===== config.mk =====
export PLATFORM = sky130hd
export DESIGN_NAME = sramc_port_arbiter
export DESIGN_NICKNAME = d
export VERILOG_FILES = /design/src/rtl/sramc_port_arbiter.sv
export SDC_FILE = /design/constraint.sdc
export NUM_CORES = 1
export LEC_CHECK = 0
export CORE_AREA = 5 5 244 246
export CTS_BUF_LIST = sky130_fd_sc_hd__clkbuf_4 sky130_fd_sc_hd__clkbuf_8
export DETAILED_ROUTE_END_ITERATION = 16
export DIE_AREA = 0 0 249 251
export MAX_ROUTING_LAYER = met4
export SLEW_MARGIN = 10
export SYNTH_ARGS = -nofsm -noshare
export SYNTH_HDL_FRONTEND = slang
export SYNTH_SLANG_ARGS = --single-unit

===== constraint.sdc =====
create_clock -name i_clk -period 2.6 [get_ports i_clk]
set_input_delay 0.39 -clock i_clk [delete_from_list [all_inputs] [get_ports i_clk]]
set_output_delay 0.39 -clock i_clk [all_outputs]
set_load 0.1 [all_outputs]

===== src/rtl/sramc_port_arbiter.sv =====
// Two-port arbiter in front of a single-ported SRAMC macro. The core has
// priority; the DMA is protected from starvation by a wait counter that
// forces a one-cycle DMA turn once the programmable limit is reached.
module sramc_port_arbiter #(
  parameter int unsigned SRAMC_W = 96,
  parameter int unsigned ADRC_W  = 8,
  parameter int unsigned SRAMC_N = 2,
  parameter int unsigned WAIT_W  = 4
) (
  input  logic               i_clk,
  input  logic               i_rst,
  // core side
  input  logic               i_core_req,
  input  logic               i_core_wren,
  input  logic [ADRC_W-1:0]  i_core_addr,
  input  logic [SRAMC_W-1:0] i_core_wdata,
  input  logic [SRAMC_N-1:0] i_core_wmask,
  output logic               o_core_gnt,
  output logic               o_core_rvalid,
  output logic [SRAMC_W-1:0] o_core_rdata,
  // DMA side
  input  logic               i_dma_req,
  input  logic               i_dma_wren,
  input  logic [ADRC_W-1:0]  i_dma_addr,
  input  logic [SRAMC_W-1:0] i_dma_wdata,
  input  logic [SRAMC_N-1:0] i_dma_wmask,
  output logic               o_dma_gnt,
  output logic               o_dma_rvalid,
  output logic [SRAMC_W-1:0] o_dma_rdata,
  // SRAMC side
  output logic               o_sram_rden,
  output logic               o_sram_wren,
  output logic [ADRC_W-1:0]  o_sram_addr,
  output logic [SRAMC_W-1:0] o_sram_wdata,
  output logic [SRAMC_N-1:0] o_sram_wmask,
  input  logic [SRAMC_W-1:0] i_sram_rdata,
  // config / status
  input  logic [WAIT_W-1:0]  i_max_wait,
  input  logic               i_cnt_clear,
  output logic [15:0]        o_conflict_cnt
);

  typedef enum logic [0:0] {
    CORE_PRIO = 1'b0,
    DMA_TURN  = 1'b1
  } state_t;

  state_t              state_q, state_d;
  logic [WAIT_W-1:0]   wait_q, wait_d;
  logic [WAIT_W:0]     wait_inc;
  logic                core_gnt, dma_gnt;
  logic                core_rvalid_q, dma_rvalid_q;
  logic [15:0]         conflict_q;

  // One extra bit so the limit compare stays correct when wait_q is all-ones.
  assign wait_inc = {1'b0, wait_q} + 1'b1;

  // Grant decision, wait counter and next state.
  always_comb begin
    core_gnt = 1'b0;
    dma_gnt  = 1'b0;
    state_d  = state_q;
    wait_d   = wait_q;
    unique case (state_q)
      CORE_PRIO: begin
        core_gnt = i_core_req;
        dma_gnt  = i_dma_req & ~i_core_req;
        if (dma_gnt) begin
          wait_d = '0;
        end else if (i_dma_req) begin
          if (wait_q != '1) wait_d = wait_q + 1'b1;
          // >= rather than == so lowering the limit mid-run still triggers.
          if ((i_max_wait != '0) && (wait_inc >= {1'b0, i_max_wait}))
            state_d = DMA_TURN;
        end
      end
      DMA_TURN: begin
        dma_gnt  = i_dma_req;
        core_gnt = i_core_req & ~i_dma_req;
        state_d  = CORE_PRIO;
        wait_d   = '0;
      end
      default: begin
        state_d = CORE_PRIO;
        wait_d  = '0;
      end
    endcase
  end

  // FSM state and starvation counter registers.
  always_ff @(posedge i_clk) begin
    if (i_rst) begin
      state_q <= CORE_PRIO;
      wait_q  <= '0;
    end else begin
      state_q <= state_d;
      wait_q  <= wait_d;
    end
  end

  // SRAM request mux: granted requester's fields, zero when idle.
  always_comb begin
    o_sram_rden  = 1'b0;
    o_sram_wren  = 1'b0;
    o_sram_addr  = '0;
    o_sram_wdata = '0;
    o_sram_wmask = '0;
    if (core_gnt) begin
      o_sram_rden  = ~i_core_wren;
      o_sram_wren  = i_core_wren;
      o_sram_addr  = i_core_addr;
      o_sram_wdata = i_core_wdata;
      o_sram_wmask = i_core_wmask;
    end else if (dma_gnt) begin
      o_sram_rden  = ~i_dma_wren;
      o_sram_wren  = i_dma_wren;
      o_sram_addr  = i_dma_addr;
      o_sram_wdata = i_dma_wdata;
      o_sram_wmask = i_dma_wmask;
    end
  end

  // Read-owner tracking: remembers who issued last cycle's read.
  always_ff @(posedge i_clk) begin
    if (i_rst) begin
      core_rvalid_q <= 1'b0;
      dma_rvalid_q  <= 1'b0;
    end else begin
      core_rvalid_q <= core_gnt & ~i_core_wren;
      dma_rvalid_q  <= dma_gnt & ~i_dma_wren;
    end
  end

  // Saturating conflict counter; clear has priority over increment.
  always_ff @(posedge i_clk) begin
    if (i_rst || i_cnt_clear) begin
      conflict_q <= '0;
    end else if (i_core_req && i_dma_req && (conflict_q != '1)) begin
      conflict_q <= conflict_q + 16'd1;
    end
  end

  assign o_core_gnt     = core_gnt;
  assign o_dma_gnt      = dma_gnt;
  assign o_core_rvalid  = core_rvalid_q;
  assign o_dma_rvalid   = dma_rvalid_q;
  assign o_core_rdata   = core_rvalid_q ? i_sram_rdata : '0;
  assign o_dma_rdata    = dma_rvalid_q  ? i_sram_rdata : '0;
  assign o_conflict_cnt = conflict_q;

endmodule


==> flow_metrics.tcl <==
set metrics [dict create \
    postSynthCellCount 492 \
    leading_cell_type_in_the_layout_fill_and_taps_excluded "sky130_fd_sc_hd__clkdlybuf4s50_1" \
    worstPathRequired_ps 2210 \
    number_of_nets_in_the_synthesized_netlist 817 \
    asyncSetResetFlopFracSynth 0 \
    avgRoutedWirePerCell_um 25.9 \
    detailroute.via_count 6540 \
    timing.critical_path.cells "nand2_1 -> nand2_2 -> clkinv_2 -> buf_12 -> buf_12 -> a22o_1 -> buf_12" \
    die_span_y_um 251 \
    post-dp-hpwl_um 45200 \
    cts_tree "built" \
    pwr_density_cell_nw_per_um2 288 \
    layoutNonFillerInstCount 1872 \
    dp_cells 1867 \
    holdCritStartpoint "o_conflict_cnt[10]" \
    cts-buffers-inserted 3 \
    hold_class "reg -> reg" \
    synth-main-ff-cell "sky130_fd_sc_hd__dfxtp_1" \
    path_common_cell "sky130_fd_sc_hd__buf_12" \
    setup.worst_path.class "reg -> out" \
    regToRegSetupSlack_ps 450 \
    post-cts-setup-buffer-count 0 \
    clkTransAtPathRegs_ps 80 \
    layout_common_cells "sky130_fd_sc_hd__clkdlybuf4s50_1, sky130_fd_sc_hd__buf_12, sky130_fd_sc_hd__and2_1" \
    syn_avg_cell_area_um2 7.20 \
    number_of_synthesized_flops_with_an_enable_pin 0 \
    register_area_um2 463 \
    drt.antenna.violating_nets 0 \
    worstReg2RegEnd "o_conflict_cnt[3]" \
    io_pins 639 \
    synth.yosys.warnings 0 \
    cts.root.buffer_cell "sky130_fd_sc_hd__clkbuf_8" \
    drc 0 \
    synth.ff_latch_count 23 \
    total_power_mw 4.03 \
    grt_pass1_vias 6753 \
    detail_route.vias_per_cell 3.49 \
    static-leakage-power_nw 5.50 \
    intPower_mw 1.80 \
    clock_latency_on_the_worst_skew_pair_ps 270 \
    global_route_wire_length_before_repair_um 62900 \
    timing.final.setup_violations 0 \
    multi_input_area_um2 2900 \
    cp_top_family "buffers and inverters" \
    worst-endpoint-arrival_ps 2000 \
    period_needed_ps 2390 \
    fin_worst_skew_ps 4.69 \
    clock-sinks 23 \
    pwr-share-clk 0.061 \
    placement_rows 88 \
    worst_r2r_path_depth 5 \
    pwr-share-seq 0.090 \
    crit_end_element "primary output" \
    count_of_cell_instances_traversed_by_the_critical_path 7 \
    hold_path_end "o_conflict_cnt[10]" \
    fill_cells 6030 \
    run_status "finished clean" \
    max_cap_viol_count 0 \
    port_buffers 638 \
    initial_standard_cell_utilization_of_the_core 0.0620 \
    critPathMaxStageDelay_ps 480 \
    layout.core_utilization 0.245 \
    initialDrtViolationCount 247 \
    gpl.final_weighted_congestion 0.909 \
    netlist_area_um2 3540 \
    clock_tree.buffer_depth 2 \
    crit_path_max_fo 38 \
    grt_max_degree 98 \
    worst_setup_path_start_kind "flop" \
    layout.nets 1432 \
    drt_pre_antenna_iters 4 \
    reg2reg_start "o_conflict_cnt[0]" \
    setup_repair_after_global_routing_missed_its_margin "false" \
    p_switching_mw 2.23 \
    design.die.area_um2 62500 \
    critical_path.slowest_cell "sky130_fd_sc_hd__dfxtp_1" \
    holdPathStages 2 \
    hold_viol 0 \
    core_area_um2 57100 \
    h-tree-depth 1 \
    wirelength_um 48400 \
    chipWidth_um 249 \
    combPwrFrac 0.849 \
    worst-slew-pin-transition_ps 803 \
    ir_drop_mv 0.155 \
    yosys.cell_types.count 42 \
    final.period_utilization 0.919 \
    proportion_of_layout_cells_with_a_drive_suffix_above_1 0.329 \
    final_max_slew_viols 0 \
    slew-limit-headroom 0.465 \
    global_route.usage.total 0.146 \
    antenna_found_initial 2 \
    upper_clock_frequency_limit_mhz 418 \
    power.share.switching 0.554 \
    grt_remaining_overflow 0 \
    syn2layout_area_growth_pct 295 \
    synth-seq-area-share 0.130 \
    path_buf_inv 4 \
]
[power by group through the flow]
stage          registers (mW)  logic (mW)  clock network [mW]
2_1_floorplan           0.379        1.72                   0
3_3_place_gp            0.372        3.45                   0
3_5_place_dp            0.373        3.46                   0
4_1_cts                 0.365        3.46               0.244
5_1_grt                 0.366        3.50               0.256
6_report                0.364        3.42               0.244
[final cells by class]
type                    count  area share
diodes                      1    0.000179
clock buffers               4     0.00348
inverters                   7     0.00206
multi-input cells         415       0.207
flip-flops and latches     23      0.0331
well taps                 765      0.0684
repair buffers            657       0.685
[worst reg2reg max path: stages, from the launching register on]
cell,delay [ps]
sky130_fd_sc_hd__dfxtp_1,460
sky130_fd_sc_hd__ha_1,260
sky130_fd_sc_hd__nand4_2,270
sky130_fd_sc_hd__nor4_4,710
sky130_fd_sc_hd__nor4_1,140
sky130_fd_sc_hd__o21a_1,200
[through the flow]
stage | area [µm²] | hold slack, ps | setup TNS (ps) | setup WS, ps
final | 14000 | 516 | 0 | 210
after global routing | 14000 | 513 | 0 | 113
after CTS | 14000 | 521 | 0 | 17.0
after detailed placement | 13900 | 500 | -301 | -45.2
after global placement | 13900 | 501 | -1780 | -83.7
after floorplan | 3560 | 462 | -112 | -59.7
[synth_stat cells (all sizes together), types with 3 or more instances]
library cell	n	area share
buf	5	0.0060
or3	4	0.0071
and3	4	0.0071
nand3	8	0.011
o21ai	13	0.018
ha	6	0.021
nor4	8	0.020
clkbuf	42	0.045
a21oi	14	0.020
dfxtp	23	0.13
a22o	107	0.26
nand4	5	0.011
and2	193	0.34
inv	7	0.0074
or4	4	0.0085
nor3	8	0.011
nand2	13	0.014
nor2	5	0.0053
o21a	3	0.0064
[kinds of logic (layout without fill, tap and decap cells)]
family	after synthesis	count (layout)	synth area share
fa+ha+maj	6	6	0.0212
simple gates	255	255	0.443
flops	23	23	0.130
compound gates	150	150	0.337
mux	2	2	0.00565
xor+xnor	2	2	0.00495
other cells	0	1	0
buf+inv	54	668	0.0580
[how the worst max path moves through the flow]
stage          slack, ps               end  startpoint
2_1_floorplan        -60    o_sram_addr[0]   i_dma_req
3_3_place_gp         -80  o_sram_wdata[45]  i_core_req
3_5_place_dp         -50  o_sram_wdata[87]  i_core_req
4_1_cts               20  o_sram_wdata[13]   i_dma_req
5_1_grt              110  o_sram_wdata[13]     state_q
6_report             210  o_sram_wdata[90]     state_q
[repair_timing]
action / in CTS / in global routing
gates resized for setup: 2 / 6
endpoints found under the setup margin: 18 / 59
endpoints found under the hold margin: 0 / 0
hold buffers: 0 / 0
[registers in the layout (all words and copies together) (netlist names)]
| signal | count |
|---|---|
| wait_q | 4 |
| o_dma_rvalid | 1 |
| state_q | 1 |
| o_core_rvalid | 1 |
| o_conflict_cnt | 16 |
[per-layer routing]
metal  vias up  share of wire  wire [µm]  global-route usage
met5         -              0          0                   -
met4         0        0.00074         36             0.00189
met3         8          0.066       3190              0.0278
met2       454           0.53      25800               0.275
met1      3068           0.40      19400               0.173
li1       3010              -          -                   -
Power figures use the tool's default switching activity.
